===== src/rtl/writeback.sv =====
// writeback: retires one execute-stage result per instruction as a register
// write, a memory write, or a one/two-byte stack push, then pulses
// instruction_done so the fetcher can start the next instruction.
module writeback #(
  parameter int                    REG_WIDTH  = 8,
  parameter int                    ADDR_WIDTH = 16,
  parameter logic [ADDR_WIDTH-1:0] STACK_BASE = 16'h0100
) (
  input  logic                   phi1,
  input  logic                   reset,
  input  logic                   wb_start,
  input  logic [1:0]             wb_mode,
  input  logic [3:0]             wb_dest,
  input  logic [ADDR_WIDTH-1:0]  wb_addr,
  input  logic [2*REG_WIDTH-1:0] wb_data,
  input  logic [REG_WIDTH-1:0]   sp_in,
  output logic                   wb_ready,
  output logic [ADDR_WIDTH-1:0]  mem_addr,
  output logic [REG_WIDTH-1:0]   mem_data,
  output logic                   mem_we,
  output logic [3:0]             reg_sel,
  output logic [REG_WIDTH-1:0]   reg_data,
  output logic                   reg_we,
  output logic [REG_WIDTH-1:0]   sp_out,
  output logic                   sp_we,
  output logic                   instruction_done
);

  localparam logic [1:0] MODE_REG    = 2'd0;
  localparam logic [1:0] MODE_MEM    = 2'd1;
  localparam logic [1:0] MODE_PUSH8  = 2'd2;
  localparam logic [1:0] MODE_PUSH16 = 2'd3;

  typedef enum logic [2:0] {
    S_IDLE, S_W_REG, S_W_MEM, S_PUSH_HI, S_PUSH_LO, S_DONE
  } state_t;

  state_t                   state_q, state_d;
  logic [3:0]               dest_q, dest_d;
  logic [ADDR_WIDTH-1:0]    addr_q, addr_d;
  logic [2*REG_WIDTH-1:0]   data_q, data_d;
  logic [REG_WIDTH-1:0]     sp_q, sp_d;
  logic [ADDR_WIDTH-1:0]    stack_addr;

  // SP moves downward and wraps within its own width.
  function automatic logic [REG_WIDTH-1:0] sp_dec(input logic [REG_WIDTH-1:0] v);
    return v - {{(REG_WIDTH-1){1'b0}}, 1'b1};
  endfunction

  // High byte pinned to the stack page, so a push can never leave it.
  assign stack_addr = {STACK_BASE[ADDR_WIDTH-1:REG_WIDTH], sp_q};

  // Next-state and operand latching; operands only change on accept.
  always_comb begin
    state_d = state_q;
    dest_d  = dest_q;
    addr_d  = addr_q;
    data_d  = data_q;
    sp_d    = sp_q;
    case (state_q)
      S_IDLE: begin
        if (wb_start) begin
          dest_d = wb_dest;
          addr_d = wb_addr;
          data_d = wb_data;
          sp_d   = sp_in;
          case (wb_mode)
            MODE_REG:    state_d = S_W_REG;
            MODE_MEM:    state_d = S_W_MEM;
            MODE_PUSH8:  state_d = S_PUSH_LO;
            MODE_PUSH16: state_d = S_PUSH_HI;
            default:     state_d = S_IDLE;
          endcase
        end
      end
      S_W_REG:   state_d = S_DONE;
      S_W_MEM:   state_d = S_DONE;
      S_PUSH_HI: begin
        sp_d    = sp_dec(sp_q);
        state_d = S_PUSH_LO;
      end
      S_PUSH_LO: state_d = S_DONE;
      S_DONE:    state_d = S_IDLE;
      default:   state_d = S_IDLE;
    endcase
  end

  // State register; operand registers carry no reset since every use is
  // gated by a state that can only be reached through an accept.
  always_ff @(posedge phi1) begin
    if (reset) state_q <= S_IDLE;
    else       state_q <= state_d;
    dest_q <= dest_d;
    addr_q <= addr_d;
    data_q <= data_d;
    sp_q   <= sp_d;
  end

  // Output decode from the registered state; buses read zero when idle.
  always_comb begin
    wb_ready         = (state_q == S_IDLE);
    mem_addr         = '0;
    mem_data         = '0;
    mem_we           = 1'b0;
    reg_sel          = '0;
    reg_data         = '0;
    reg_we           = 1'b0;
    sp_out           = '0;
    sp_we            = 1'b0;
    instruction_done = 1'b0;
    case (state_q)
      S_W_REG: begin
        reg_we   = 1'b1;
        reg_sel  = dest_q;
        reg_data = data_q[REG_WIDTH-1:0];
      end
      S_W_MEM: begin
        mem_we   = 1'b1;
        mem_addr = addr_q;
        mem_data = data_q[REG_WIDTH-1:0];
      end
      S_PUSH_HI: begin
        mem_we   = 1'b1;
        mem_addr = stack_addr;
        mem_data = data_q[2*REG_WIDTH-1:REG_WIDTH];
      end
      S_PUSH_LO: begin
        mem_we   = 1'b1;
        mem_addr = stack_addr;
        mem_data = data_q[REG_WIDTH-1:0];
        sp_we    = 1'b1;
        sp_out   = sp_dec(sp_q);
      end
      S_DONE:  instruction_done = 1'b1;
      default: ;
    endcase
  end

endmodule


===== config.mk =====
export PLATFORM = sky130hd
export DESIGN_NAME = writeback
export DESIGN_NICKNAME = d
export VERILOG_FILES = /design/src/rtl/writeback.sv
export SDC_FILE = /design/constraint.sdc
export NUM_CORES = 1
export LEC_CHECK = 0
export CORE_MARGIN = 8
export CORE_UTILIZATION = 44
export CTS_BUF_LIST = sky130_fd_sc_hd__clkbuf_8
export DETAILED_ROUTE_END_ITERATION = 10
export PLACE_DENSITY = 0.83
export SLEW_MARGIN = 25
export SYNTH_ARGS = -nofsm -noshare
export SYNTH_HDL_FRONTEND = slang
export SYNTH_SLANG_ARGS = --single-unit
export TNS_END_PERCENT = 100

===== constraint.sdc =====
create_clock -name phi1 -period 2.37 [get_ports phi1]
set_clock_uncertainty 0.15 [all_clocks]
set_input_delay 0.237 -clock phi1 [delete_from_list [all_inputs] [get_ports phi1]]
set_output_delay 0.237 -clock phi1 [all_outputs]
set_load 0.01 [all_outputs]

Yosys cells after proc, flatten, opt, wreduce, memory -nomap -nowiden

Cells that the tools add are included.

Add/subtract/negate cells: 1
Equality and inequality tests: 9
Muxes and demuxes: 14
Reduce and logical (&&, ||, !) cells: 9

Operator list:

| kind                | count |
|---|---|
| $pmux 16 s2         | 1 |
| $pmux 8 s2          | 2 |
| $mux 8              | 3 |
| $pmux 3 s4          | 1 |
| $pmux 3 s3          | 1 |
| $sub 8x1->8 const B | 1 |
| $eq 3x2->1 const B  | 2 |
| $eq 3x3->1 const B  | 2 |
| $reduce_or 3->1     | 2 |
| $eq 2x2->1 const B  | 2 |
| $mux 1              | 4 |
| $mux 4              | 1 |
| $reduce_and 2->1    | 2 |
| $reduce_or 2->1     | 2 |
| $eq 3x1->1 const B  | 1 |
| $logic_not 3->1     | 1 |
| $mux 3              | 1 |
| $eq 2x1->1 const B  | 1 |
| $logic_not 2->1     | 1 |
| $ne 2x2->1 const B  | 1 |
| $reduce_bool 2->1   | 1 |

Bits in registers: 47
Input bits: 49
Logic and storage cells: 38

Longest topological paths before layout

Depth after elaboration: 4
Depth in mapped cells: 7
Depth with buffers taken out: 5

Worst setup path after synthesis

OpenSTA, ideal clock, no wires.

Path type: register -> register
Start: register state_q[2]
End: register addr_q[0] (enable)
Library setup time: 391 ps
Data arrival time: 1755 ps
Path slack: 75 ps
Stages on the path, launching flop included: 5
Path buffers: 1
Period minus slack after synthesis: 2295 ps
Cells stage by stage: dfxtp_1 clkbuf_1 nor3_1 nand2_1 inv_1

Word-level cells in the longest chain between the ends: 2

RTL lines:

| item                              | line | source |
|---|---|---|
| start, declared                   | 38   | `state_t state_q, state_d;` |
| start signal, assigned            | 92   | `else state_q <= state_d;` |
| $logic_not 3->1                   | -    |  |
| net wb_ready                      | 17   | `output logic wb_ready,` |
| $reduce_and 2->1 (no source line) | -    |  |
| end signal, assigned              | 94   | `addr_q <= addr_d;` |
| end, declared                     | 40   | `logic [ADDR_WIDTH-1:0] addr_q, addr_d;` |

The timed path passes the listed nets, and every way through them passes these cells.
A chain may end at the register's enable or synchronous reset.

Worst setup path in the final report

Start: register sp_q[2]
End: output port sp_out[7]

Word-level cells in the longest chain between the ends: 2

RTL lines:

| item                   | line | source |
|---|---|---|
| start, declared        | 42   | `logic [REG_WIDTH-1:0] sp_q, sp_d;` |
| start signal, assigned | 96   | `sp_q <= sp_d;` |
| $sub 8x1->8            | 47   | `return v - {{(REG_WIDTH-1){1'b0}}, 1'b1};` |
| $mux 8                 | 111  | `case (state_q)` |
| end, declared          | 24   | `output logic [REG_WIDTH-1:0] sp_out,` |

Every way passes these cells.

==> results.md <==
* Crit path DAT at between 1.5 and 2 ns
* RSZ-0062 raised after global routing: true
* Synth Area per Inst at ~12 sq um
* HP Class: primary input to register
* CTS H-tree lvls at 2
* DRC viols at 0
* Clk slew on worst S/H paths at 0.09 ns
* Tot Pwr at 0.00223 W
* CTS Hold Bufs at 0
* Final Slew Violations at 0
* Worst slew pin tran at between 0.3 and 0.4 ns
* Clock buffer depth at 2
* Clock Root Buffer: clkbuf_8
* Core ar. at approximately 5000 sq um
* Adder-Cell Fraction of Synth Area at 0.0277
* Routed wire length at around 7300 um
* Critical Path RT at just under 2 ns
* Synth top area cells: edfxtp_1, mux2i_1, o21ai_0
* Initial detailed-routing violation count at slightly below 90
* First-pass detailed-route iteration total at 4
* Fin area at approximately 3600 sq um
* Synth Area in Simple Gates at 0.165
* Gr usage total at 0.180
* Share of cells above drive strength 1 at 0.146
* Post-synthesis sequential area ratio at 0.612
* Vias in the first global route at approximately 2.1k
* Routed Antenna Nets at 0
* Synth warn at 0
* Maximum VDD drop at between 0.4 and 0.5 mV
* Chip Height at 87.6 um
* Synth-to-Final Area Change at 60.5%
* Port bufs at 97
* Outcome: completed
* Final min period at around 2.3 ns
* Initial antenna violation count at 0
* Endpoints failing setup at 0
* Compound-Gate Fraction of Synth Area at 0.0820
* List of most frequent post-synthesis cells: edfxtp_1, o21ai_0, nand2_1
* Final hold vios at 0
* Largest family of logic cells by synthesized area: simple AND/OR/NAND/NOR gates
* Ports at 98
* Critical path startpoint category: register
* DP Area at 3410 sq um
* #FFs+latches synth at 47
* Yosys top cell by area: edfxtp_1
* Die area at roughly 7700 sq um
* Largest net degree at the start of global routing at 37
* Post-Syn Area at between 2000 and 2500 sq um
* # Max-Cap Violations at 0
* Ys async rst share at 0
* First-pass GRT wire length at 10,400 um
* Pwr Density at between 600 and 700 nW/um^2
* Die X at 87.6 um
* Post-synth EDFFs at 44
* Worst Path Max Fanout at 4
* Syn_nets at between 200 and 250
* Nets@finish at approximately 360
* Setup slack, reg-to-reg at around 0.50 ns
* Diodes inserted at 0
* Most common cell in the netlist: edfxtp_1
* Kind of critical path: register to primary output
* CTS tree: built
* Starting Density at 0.448
* Final period utilization at 0.988
* Rel. slew slack at 0.758
* Total gr overflow at 0
* Vias per cell at roughly 5
* Sink Count at 47
* Site row count at 26
* Post-DP HPWL at 5120 um
* Leak Pwr at about 1.6 nW
* CP Capture Type: primary output
* Cell variety after synth at 26
* Worst-Skew Late Latency at around 0.29 ns
* Final RePlAce weighted congestion at roughly 0.86
* Synth Area in XOR/XNOR at 0.0116
* Fmax at approximately 0.43 GHz
* Vias at approximately 1.9k
* Synth Instances at just under 200
* Total CTS buffers at 5
* Post-synthesis mux area share at 0.0710
* Top cell type's share of synthesized area at 0.585
* Primary FF master, synth: edfxtp_1
* Drt wl/cell at ~19 um
sequential cells by signal, summed over array words and instances (netlist names):
register / flops
sp_q: 8
data_q: 16
dest_q: 4
addr_q: 16
state_q: 3
logic make-up after synthesis:
family	Yosys count
xor gates and xnor gates	3
AOI/OAI and AO/OA	35
and+or+nand+nor	71
muxes	16
DFF	47
adders and majority gates	5
buffers and inverters	18
worst max-delay path, stage by stage, from the launching register on:
cell and delay [ns]:
edfxtp_1 0.43, or4_4 0.58, or3_4 0.36, a21oi_2 0.15, buf_2 0.15
stage by stage:
step / worst slack (ns) / utilization / TNS (ns) / std cells / hold WS (ns)
final: 0.0274 / 0.718 / 0 / 378 / 0.338
after global routing: -0.0190 / 0.718 / -0.0444 / 378 / 0.329
after CTS: 0.000187 / 0.697 / 0 / 377 / 0.332
after detailed placement: -0.0886 / 0.677 / -0.146 / 368 / 0.417
after global placement: -0.0435 / 0.677 / -0.0562 / 368 / 0.388
after floorplan: 0.0745 / - / 0 / 195 / 0.166
area by class of cell:
class,instances,area [sq um]
fill,327,1420
clock inverter,2,12.5
timing repair buffer,116,1160
sequential,47,1390
clock buffer,6,82.6
inverter,7,26.3
multi-input combinational,130,871
tap,70,87.6
power breakdown:
part / internal [W] / switching (W) / leakage, nW
Clock: 0.000235 / 0.000265 / 0.0526
Sequential: 0.00101 / 0.0000480 / 0.439
Combinational: 0.000352 / 0.000315 / 1.15
final timing paths:
| path | start | end | cells after the start |
|---|---|---|---|
| max | sp_q[2]$_DFFE_PP_ | sp_out[7] | 4 |
| min | wb_addr[5] | addr_q[5]$_DFFE_PP_ | 1 |
| max reg2reg | sp_q[2]$_DFFE_PP_ | sp_q[7]$_DFFE_PP_ | 3 |
| min reg2reg | state_q[0]$_SDFFE_PP0P_ | state_q[2]$_SDFFE_PP0P_ | 2 |
repair_timing:
action,4_1_cts,5_1_grt
buffers inserted,1,0
gates cloned,0,1
pin swaps,1,4
endpoints found under the setup margin,27,33
endpoints found under the hold margin,0,0
resized for setup,19,37
layout by cell type (no fill, tap or decap), types with 2 or more instances in the layout:
cell type / instances
ha_1: 4
a31oi_1: 3
and2_1: 19
dlymetal6s2s_1: 18
xnor2_1: 3
or3_4: 3
o22ai_1: 2
or4_4: 2
nor3b_4: 2
buf_6: 2
nand2b_1: 2
a21oi_2: 2
mux2i_1: 16
clkdlybuf4s50_1: 74
nor2_1: 11
clkbuf_8: 6
and3b_1: 2
buf_4: 16
buf_2: 3
nand2_1: 23
a21oi_1: 3
dfxtp_2: 3
edfxtp_1: 44
o21ai_0: 24
inv_1: 8
per-layer routing:
| metal | track usage | vias up | wire length [um] |
|---|---|---|---|
| met5 | 0 | - | 0 |
| met4 | 0.0406 | 0 | 51 |
| met3 | 0.116 | 6 | 904 |
| met2 | 0.311 | 94 | 3780 |
| met1 | 0.175 | 902 | 2570 |
| li1 | - | 918 | - |
(Power assumes the default switching activity.)
